File: config.mk
export PLATFORM = sky130hd
export DESIGN_NAME = sram_array
export DESIGN_NICKNAME = d
export VERILOG_FILES = /design/src/rtl/sram_array.sv
export SDC_FILE = /design/constraint.sdc
export NUM_CORES = 1
export LEC_CHECK = 0
export CORE_ASPECT_RATIO = 1.2
export CORE_MARGIN = 3
export CORE_UTILIZATION = 48
export CTS_BUF_LIST = sky130_fd_sc_hd__clkbuf_2 sky130_fd_sc_hd__clkbuf_4 sky130_fd_sc_hd__clkbuf_8
export DETAILED_ROUTE_END_ITERATION = 6
export PLACE_DENSITY = 0.75
export SLEW_MARGIN = 20
export SYNTH_ARGS = -nofsm -noshare
export SYNTH_HDL_FRONTEND = slang
export SYNTH_SLANG_ARGS = --single-unit
File: constraint.sdc
create_clock -name clk -period 2.5 [get_ports clk]
set_input_delay 0.5 -clock clk [delete_from_list [all_inputs] [get_ports clk]]
set_output_delay 0.5 -clock clk [all_outputs]
set_load 0.02 [all_outputs]
File: src/rtl/sram_array.sv
// rtl/sram_array.sv - DEPTH x N synchronous SRAM bank with registered read, bit-masked write and hardware clear
module sram_array #(
  parameter int N      = 8,
  parameter int DEPTH  = 16,
  parameter int ADDR_W = 4
) (
  input  logic              clk,
  input  logic              rst_n,
  input  logic              req_valid,
  output logic              req_ready,
  input  logic              req_write,
  input  logic [ADDR_W-1:0] addr,
  input  logic [N-1:0]      data_in,
  input  logic [N-1:0]      wmask,
  input  logic              clear_req,
  output logic              rd_valid,
  output logic [N-1:0]      data_out,
  output logic              init_busy
);

  typedef enum logic {ST_INIT, ST_READY} state_t;

  localparam logic [ADDR_W:0]   LP_DEPTH = (ADDR_W+1)'(DEPTH);
  localparam logic [ADDR_W-1:0] LP_LAST  = ADDR_W'(DEPTH-1);

  state_t            r_state;
  state_t            w_state_nxt;
  logic [ADDR_W-1:0] r_cnt;
  logic [N-1:0]      r_mem [DEPTH];
  logic              r_rd_valid;
  logic [N-1:0]      r_data_out;

  logic              w_accept;
  logic              w_wr;
  logic              w_rd;
  logic              w_in_range;
  logic              w_cnt_last;
  logic [N-1:0]      w_rd_data;

  assign w_accept   = req_valid & req_ready;
  assign w_wr       = w_accept & req_write;
  assign w_rd       = w_accept & ~req_write;
  assign w_in_range = ({1'b0, addr} < LP_DEPTH);
  assign w_cnt_last = (r_cnt == LP_LAST);
  assign w_rd_data  = w_in_range ? r_mem[addr] : '0;

  always_ff @(posedge clk or negedge rst_n) begin
    if (!rst_n) begin
      r_state <= ST_INIT;
    end else begin
      r_state <= w_state_nxt;
    end
  end

  always_comb begin
    w_state_nxt = r_state;
    case (r_state)
      ST_INIT:  if (w_cnt_last) w_state_nxt = ST_READY;
      ST_READY: if (clear_req)  w_state_nxt = ST_INIT;
      default:  w_state_nxt = ST_INIT;
    endcase
  end

  always_comb begin
    init_busy = (r_state == ST_INIT);
    req_ready = (r_state == ST_READY) && !clear_req;
  end

  // Counter parks at 0 in READY so a clear always restarts from row 0.
  always_ff @(posedge clk or negedge rst_n) begin
    if (!rst_n) begin
      r_cnt <= '0;
    end else if (r_state == ST_INIT) begin
      r_cnt <= w_cnt_last ? '0 : r_cnt + 1'b1;
    end else begin
      r_cnt <= '0;
    end
  end

  // Array carries no reset; zero contents come only from the INIT sweep.
  always_ff @(posedge clk) begin
    if (init_busy) begin
      r_mem[r_cnt] <= '0;
    end else if (w_wr && w_in_range) begin
      r_mem[addr] <= (r_mem[addr] & ~wmask) | (data_in & wmask);
    end
  end

  always_ff @(posedge clk or negedge rst_n) begin
    if (!rst_n) begin
      r_rd_valid <= 1'b0;
      r_data_out <= '0;
    end else begin
      r_rd_valid <= w_rd;
      if (w_rd) r_data_out <= w_rd_data;
    end
  end

  assign rd_valid = r_rd_valid;
  assign data_out = r_data_out;

endmodule

# --- Word-level counts from Yosys, hierarchy flattened ---
# Memory sizes are Yosys's and may differ from the RTL's.
# Cells that the tools add are included.
op_classes:
  addsub: 1
  eq_ne: 1
  muxes: 12
  bitwise_logic: 9
  reduce_logical: 3
op_table:
  columns: ["op", "n"]
  rows:
  - ["$and A8 B8 Y8", 2]
  - ["$mux W4", 3]
  - ["$mux W8", 1]
  - ["$not A8 Y8", 1]
  - ["$or A8 B8 Y8", 1]
  - ["$reduce_or A8 Y1", 1]
  - ["$mux W1", 7]
  - ["$add A4 B1 Y4 const B", 1]
  - ["$eq A4 B4 Y1 const B", 1]
  - ["$and A1 B1 Y1", 3]
  - ["$not A1 Y1", 2]
  - ["$pmux W1 S2", 1]
  - ["$logic_and A1 B1 Y1", 1]
  - ["$logic_not A1 Y1", 1]
totals:
  reg_bits: 14
  ram_bits: 128
  input_bits: 25
  out_inout_bits: 11
  elab_cells: 31
  memories: 1
memory_table:
  columns: ["name", "words", "width", "rd", "rd_ports_with_merged_regs", "wr", "line_no", "rtl"]
  rows:
  - ["r_mem", 16, 8, 1, 0, 1, "29", "logic [N-1:0] r_mem [DEPTH];"]

# --- Longest topological paths before layout ---
# Gate-level depths: netlist of the first run.
logic_depth:
  ltp_word: 9
  ltp_mapped: 7
  ltp_nobuf: 4

# --- Worst setup path before layout of the first run ---
# Ideal clock, no wire load.
synth_path:
  kind: "input-to-reg"
  startpoint: "input addr[0]"
  endpoint: "memory r_mem[0][2] (data pin)"
  setup_time_ns: 0.282
  arrival_time_ns: 2.036
  t_required_ns: 2.218
  path_slack_ns: 0.182
  path_stages: 7
  path_buffers: 3
  cell_sequence: "buf_6 > buf_12 > buf_12 > mux2i_1 > a221o_1 > o22a_1 > a211oi_2"
synth_via:
  elab_chain_cells: 4
synth_lines:
  columns: ["element", "line_no", "rtl"]
  rows:
  - ["from (decl)", "12", "input logic [ADDR_W-1:0] addr,"]
  - ["$mem_v2 Z16 W8", null, null]
  - ["$and A8 B8 Y8", "85", "r_mem[addr] <= (r_mem[addr] & ~wmask) | (data_in & wmask);"]
  - ["$or A8 B8 Y8", "85", null]
  - ["$mux W8 (no source line)", null, null]
  - ["to (decl)", "29", null]
# Every way passes these cells.

# --- Worst setup path in the final report of the first run ---
layout_path:
  startpoint: "input clear_req"
  endpoint: "memory r_mem[9][6], enable pin"
layout_via:
  elab_chain_cells: 9
  elab_cells_between_ends: 10
  cone_classes: "mux (5); bitwise (2); reduce/logical (3)"
layout_lines:
  columns: ["element", "line_no", "rtl"]
  rows:
  - ["from (decl)", "15", "input logic clear_req,"]
  - ["$logic_not A1 Y1 (*)", "66", "req_ready = (r_state == ST_READY) && !clear_req;"]
  - ["$logic_and A1 B1 Y1 (*)", "66", null]
  - ["$and A1 B1 Y1 (*)", "40", "assign w_accept = req_valid & req_ready;"]
  - ["$and A1 B1 Y1 (*)", "41", "assign w_wr = w_accept & req_write;"]
  - ["$mux W1 (*)", "84", "end else if (w_wr && w_in_range) begin"]
  - ["$mux W1 (*)", "82", "if (init_busy) begin"]
  - ["$mux W1 (not written as such) (*)", "85", null]
  - ["$reduce_or A8 Y1 (no source line)", null, null]
  - ["$mux W4 (no source line) / $mux W1 (equally long branches)", null, null]
# Mark *: on every way between the ends. The rest lies on a longest branch, timed or not.

==> results.md, run 1 <==
* Status: finished, final reports clean
* Register share of total power at 0.521
* Die width at 106.6 um
* Post-CTS Resized at 0
* Initial antenna violation count at 0
* Hold-fix buffers, CTS at 0
* Die Area at 13510 um^2
* Post-layout min period at 2.424 ns
* Critical-path top delay cell: nor2_1
* Layout cells sized above 1 at 0.2103
* Worst-path cell chain: clkdlybuf4s50_1 > nand4b_1 > buf_4 > nor2_1 > a32oi_1 > nor2_1
* ANT cells at 0
* First DRT Iteration DRCs at 285
* Overall routing resource usage at 0.2015
* Switching part of the total at 0.2819
* Vias at 3268
* Power Internal at 4415 uW
* Power density over cell area at 892.4 nW/um^2
* Crit path capture type: register
* Combinational group share of total power at 0.205
* Max clock buf depth at 2
* Required time of the worst setup path at 2.54 ns
* Yosys cell types at 34
* Worst-Margin Slew at 1.157 ns
* Post-CTS Setup Bufs at 0
* H-tree depth at 4
* Maximum fanout count along the critical path at 11
* Sequential element share of the synthesized area at 0.7192
* Fmax at 412.5 MHz
* R2r setup slk at 0.28 ns
* Clock power share at 0.273
* Synth Cell Area at 5832 um^2
* Final nets at 423
* CTS buffer count at 17
* Synth Instances at 325
* Final hold vios at 0
* Final setup viols at 0
* Number of nets with antenna violations after routing at 0
* # Max-Cap Violations at 0
* Number of synthesis warnings at 0
* Clock sinks at 142
* Vias in the first global route at 3384
* Synthesized net count at 351
* RSZ-0062 raised after global routing: no
* Row count at 43
* TritonCTS clock tree: yes
* Leak pwr at 0.002526 uW
* Critical path data arrival time at 2.47 ns
* Slew HR at 0.2261
* First-pass GRT wire length at 19750 um
* Worst Setup Start Kind: input port
* Ports at 36
* # DRC at 0
* Core Region at 11730 um^2
* GRT overflow at 0
* # port buffers at 35
* Clk_lat worst skew at 0.43 ns
* Via-to-Cell Ratio at 5.774
* First-pass DRT Iterations at 5
* Drt wl/cell at 22.75 um
* Worst hold-check path type: input port to async pin
* Fin area at 6889 um^2
* Area added between synthesis and finish at 18.13%
* NetSw at 1733 uW
* Most used cell, CP: nor2_1
* Clk pin slew, worst setup/hold paths at 0.08 ns
* Final Cycle Share at 0.9697
* Root buffer cell: clkbuf_8
* Overall Power at 6148 uW
* Drt total wl at 12880 um
* Post-Place Cell Area at 6524 um^2
* Hpwl dp at 8362 um
* Setup Skew at 0.01169 ns
* Crit path kind: input port to register
* Global placement routability congestion at 0.8728
* Synthesis-stage register bit count at 142
* Worst VDD drop at 0.3724 mV
* Initial Utilization at 0.4972
* Largest net degree at the start of global routing at 18
* Mean area per synthesized cell at 17.94 um^2
* Worst path max stage delay at 0.93 ns
* Max Slew Vio Count at 0
* Die H at 126.7 um
* Setup TNS at 0 ns
## cell usage in the layout (no fill, tap or decap), types with 2 or more instances in the layout
master	count
edfxtp_1	128
nor2_1	36
clkdlybuf4s50_1	34
buf_4	33
mux2i_1	24
clkbuf_8	17
inv_1	14
mux4_2	14
dfrtp_1	14
mux4_1	10
nand2_1	9
a221o_1	8
o22a_1	8
a211oi_2	8
o21ai_0	5
clkinv_2	5
a31oi_1	4
a21oi_1	4
o21ai_1	4
nor2b_1	3
clkinv_1	3
nor3_1	3
clkinvlp_4	3
a32oi_1	2
nor3b_1	2
bufinv_16	2
## per-layer routing
| layer | vias up | share of wire | GRT usage |
|---|---|---|---|
| li1 | 1442 | - | - |
| met1 | 1610 | 0.37 | 0.2593 |
| met2 | 181 | 0.50 | 0.3210 |
| met3 | 35 | 0.086 | 0.04427 |
| met4 | 0 | 0.042 | 0.1084 |
| met5 | - | 0 | 0 |
## layout make-up
type                            count  area [um^2]
Fill cell                         880         4840
Sequential cell                   142         4194
Multi-Input combinational cell    152         1464
Timing Repair Buffer               69        613.1
Clock buffer                       18        241.5
Tap cell                          157        196.4
Clock inverter                     13        123.9
Inverter                           15        56.30
## power by group through the flow
stage	Clock, uW	Combinational, uW	Sequential, uW
2_1_floorplan	0	647	3270
3_3_place_gp	0	1240	3230
3_5_place_dp	0	1260	3250
4_1_cts	1700	1270	3200
5_1_grt	1820	1360	3240
6_report	1680	1260	3210
## flip-flops by register name, indices dropped and copies added, names as in the netlist
name and count:
data_out 8, r_cnt 4, r_mem 128, r_state 1, rd_valid 1
## final timing paths
| kind | end | start | cells after the start |
|---|---|---|---|
| worst max-delay path | r_mem[9][6] | clear_req | 6 |
| worst min-delay path | r_state | rst_n | 1 |
| worst max register to register | r_mem[9][6] | r_state | 5 |
| worst min register to register | data_out[0] | data_out[0] | 2 |
| max in group asynchronous | data_out[2] | rst_n | 1 |
| min in group clk | data_out[0] | data_out[0] | 2 |
## worst max-delay path: cells and delay by family
family	cells	cell delay, ns
AO/OA/AOI/OAI	1	0.14
buffers and inverters	2	0.59
AND/OR/NAND/NOR	3	1.23
## cell usage after synthesis (all sizes together)
cell type | number | area share
a221o | 8 | 0.014
edfxtp | 128 | 0.66
inv | 14 | 0.0090
nor2 | 36 | 0.023
clkbuf | 4 | 0.0026
or4 | 1 | 0.0013
ha | 1 | 0.0021
o21ai | 9 | 0.0077
a32oi | 2 | 0.0030
o22a | 8 | 0.012
nand3b | 1 | 0.0013
nand2 | 9 | 0.0058
a41o | 1 | 0.0017
mux4 | 24 | 0.099
a31oi | 4 | 0.0043
a21oi | 4 | 0.0034
xnor2 | 1 | 0.0015
dfrtp | 14 | 0.060
a311oi | 1 | 0.0015
nor3 | 3 | 0.0026
nor2b | 3 | 0.0032
nor3b | 2 | 0.0026
nand4b | 1 | 0.0015
buf | 12 | 0.018
a211oi | 8 | 0.017
mux2i | 24 | 0.041
clkinv | 1 | 0.00064
and2 | 1 | 0.0011
## stage by stage
stage | util | worst slack (ns) | hold slack [ns] | std cells
after floorplan | - | 0.1823 | 0.2044 | 325
after global placement | 0.5562 | -0.2507 | 0.4632 | 535
after detailed placement | 0.5562 | -0.3370 | 0.4763 | 535
after CTS | 0.5874 | 0.08607 | 0.4716 | 566
after global routing | 0.5874 | 0.009055 | 0.4954 | 566
final | 0.5874 | 0.07571 | 0.4731 | 566
## kinds of logic after synthesis
kind of cell	share of synthesized area
buffers and inverters	0.02982
xor gates and xnor gates	0.001502
DFF	0.7192
AOI/OAI and AO/OA	0.06458
muxes	0.1403
adders and majority gates	0.002145
and+or+nand+nor	0.04248
No activity file was read; power rests on OpenSTA's default activity.
==> run 2: changes to the inputs <==
- CORE_ASPECT_RATIO: 1.2 -> 0.75
- SLEW_MARGIN: 20 -> unset
==> results.md, run 2 (synthesis gave the netlist of run 1 again) <==
* Clock sinks at 142 (unchanged)
* First-pass DRT Iterations at 4 (-1)
* Area added between synthesis and finish at 22.36%
* R2r setup slk at 0.24 ns (-0.04 ns)
* # Max-Cap Violations at 0 (unchanged)
* Setup Skew at 0.01180 ns (+0.0001129 ns)
* Vias in the first global route at 3460 (+2.2%)
* # port buffers at 35 (unchanged)
* Final core utilization at 0.6077 (+0.02037)
* First DRT Iteration DRCs at 442 (+55%)
* Post-CTS Setup Bufs at 0 (unchanged)
* Worst Path Buf+Inv at 2 (unchanged)
* Global placement routability congestion at 0.8500 (-2.6%)
* Critical-path top delay cell: nor2_1
* Die width at 133.3 um (+25%)
* Required time of the worst setup path at 2.56 ns (+0.02 ns)
* Status: finished, final reports clean
* Largest net degree at the start of global routing at 22 (+4)
* Drt total wl at 13740 um (+6.7%)
* ANT cells at 0 (unchanged)
* Cell family with most CP delay: simple AND/OR/NAND/NOR gates
* R2R cell count at 5 (unchanged)
* Crit path kind: input port to register
* Max Slew Vio Count at 0 (unchanged)
* Number of nets with antenna violations after routing at 0 (unchanged)
* # DRC at 0 (unchanged)
* Layout cells sized above 1 at 0.2650 (+0.05471)
* Worst VDD drop at 0.8761 mV (+140%)
* Critical path origin: clear_req
* Via-to-Cell Ratio at 5.797 (+0.40%)
* Die Area at 13520 um^2 (about the same)
* Levels on crit path at 6 (unchanged)
* Final nets at 447 (+5.7%)
* H-tree depth at 4 (unchanged)
* Fmax at 404.7 MHz (-1.9%)
* Commonest non-fill, non-tap cell in the layout: edfxtp_1
* Most flop-heavy register: r_mem
* Final Cycle Share at 0.9883 (+0.01863)
* Row count at 34 (-21%)
* RSZ-0062 raised after global routing: yes
* Root buffer cell: clkbuf_8
* Maximum fanout count along the critical path at 8 (-3)
* R2r endpoint: r_mem[1][1]
* Number of flip-flops under the largest register name at 128 (unchanged)
* Crit path to: r_mem[1][1]
* Leak pwr at 0.002666 uW (+5.5%)
* Power density over cell area at 907.6 nW/um^2 (+1.7%)
* Hold-fix buffers, CTS at 0 (unchanged)
* Crit path capture type: register
* Slew HR at 0.3335 (+0.1074)
* Overall routing resource usage at 0.2154 (+0.01388)
* Drt wl/cell at 23.05 um (+1.3%)
* Clk_lat worst skew at 0.45 ns (+0.02 ns)
* Hpwl dp at 9305 um (+11%)
* Initial antenna violation count at 0 (unchanged)
* Final setup viols at 0 (unchanged)
* Worst hold-check path type: input port to async pin
* Worst-path cell chain: clkdlybuf4s50_1 > nand4b_1 > buf_4 > nor3b_1 > a31oi_1 > nor2_1
* Overall Power at 6477 uW (+5.3%)
* Initial Utilization at 0.4967 (-0.0005299)
* CTS buffer count at 17 (unchanged)
* First-pass GRT wire length at 20820 um (+5.5%)
* Final hold vios at 0 (unchanged)
* TritonCTS clock tree: yes
* GRT overflow at 0 (unchanged)
* Max clock buf depth at 2 (unchanged)
* Ports at 36 (unchanged)
* Worst Setup Start Kind: input port
* Reg-to-reg critical path startpoint: r_state
* Worst path max stage delay at 0.81 ns (-0.12 ns)
* Core Region at 11740 um^2 (+0.11%)
* Post-layout min period at 2.471 ns (+0.04658 ns)
* Vias at 3455 (+5.7%)
* Commonest non-fill, non-tap cells in the layout: edfxtp_1, buf_4, nor2_1
* Die H at 101.5 um (-20%)
* Clk pin slew, worst setup/hold paths at 0.09 ns (about the same)
* Critical path data arrival time at 2.53 ns (+0.06 ns)
* Worst-Margin Slew at 0.9961 ns (-0.1605 ns)
[run 2: cell types whose count changed in the layout (fill, tap and decap cells not counted), sizes merged]
cell	change
clkinv	-3
clkinvlp	+1
clkbuf	-1
buf	+24
inv	+3
bufinv	+1
[run 2: cell type report]
class | count | area [um^2]
fillers | 837 | 4606
clock inverters | 15 | 186.4
repair buffers | 93 | 793.3
inverters | 15 | 56.30
flip-flops and latches | 142 | 4194
multi-input cells | 152 | 1469
well taps | 162 | 202.7
clock buffers | 17 | 234.0
[run 2: metrics by stage]
step	std cells	setup WS, ns	hold slack, ns	instance area (um^2)	setup TNS (ns)
after global placement	564	-0.4247	0.4632	6710	-56.44
after floorplan	325	0.1823	0.2044	5832	0
final	596	0.02913	0.4774	7136	0
after CTS	596	0.01351	0.4618	7133	0
after global routing	596	-0.04021	0.4987	7136	-0.4458
after detailed placement	564	-0.4086	0.4717	6710	-61.53
[run 2: how the worst min path moves through the flow]
stage	from	to	slack (ns)	depth (start not counted)
after CTS	rst_n	data_out[4]	0.46	1
after detailed placement	data_out[3]	data_out[3]	0.47	2
after global placement	data_out[3]	data_out[3]	0.46	2
after floorplan	rst_n	data_out[0]	0.20	0
after global routing	rst_n	data_out[4]	0.50	1
final	rst_n	data_out[4]	0.48	1
[run 2: report_power, final]
part | total [uW] | internal (uW) | switching (uW) | leakage (uW)
logic | 1350 | 549 | 803 | 0.00105
clock network | 1930 | 1000 | 929 | 0.000200
registers | 3200 | 3040 | 155 | 0.00142
total | 6480 | 4590 | 1890 | 0.00267
[run 2: worst register-to-register path, delay by kind of cell (launching register included)]
kind,cells,cell delay [ns]
AO/OA/AOI/OAI,1,0.13
buffers and inverters,1,0.19
flip-flops,1,0.38
AND/OR/NAND/NOR,3,1.18
[run 2: per-layer routing]
metal	up-vias	part of all wire	wire, um	global-route usage
met3	20	0.080	1100	0.06356
met2	160	0.46	6304	0.3288
met1	1784	0.45	6124	0.3080
met4	0	0.015	210	0.05929
li1	1491	-	-	-
met5	-	0	0	0
[run 2: repair_timing]
action                                  in CTS  in global routing
resized for setup                            1                  1
endpoints found under the setup margin      14                 17
gates cloned                                 0                  0
==> run 3: changes to the inputs <==
- ABC_CLOCK_PERIOD_IN_PS: unset -> 2500
- TNS_END_PERCENT: unset -> 10
==> results of run 3 <==
Same layout as run 2: the final DEF is identical, and so are final timing and power.
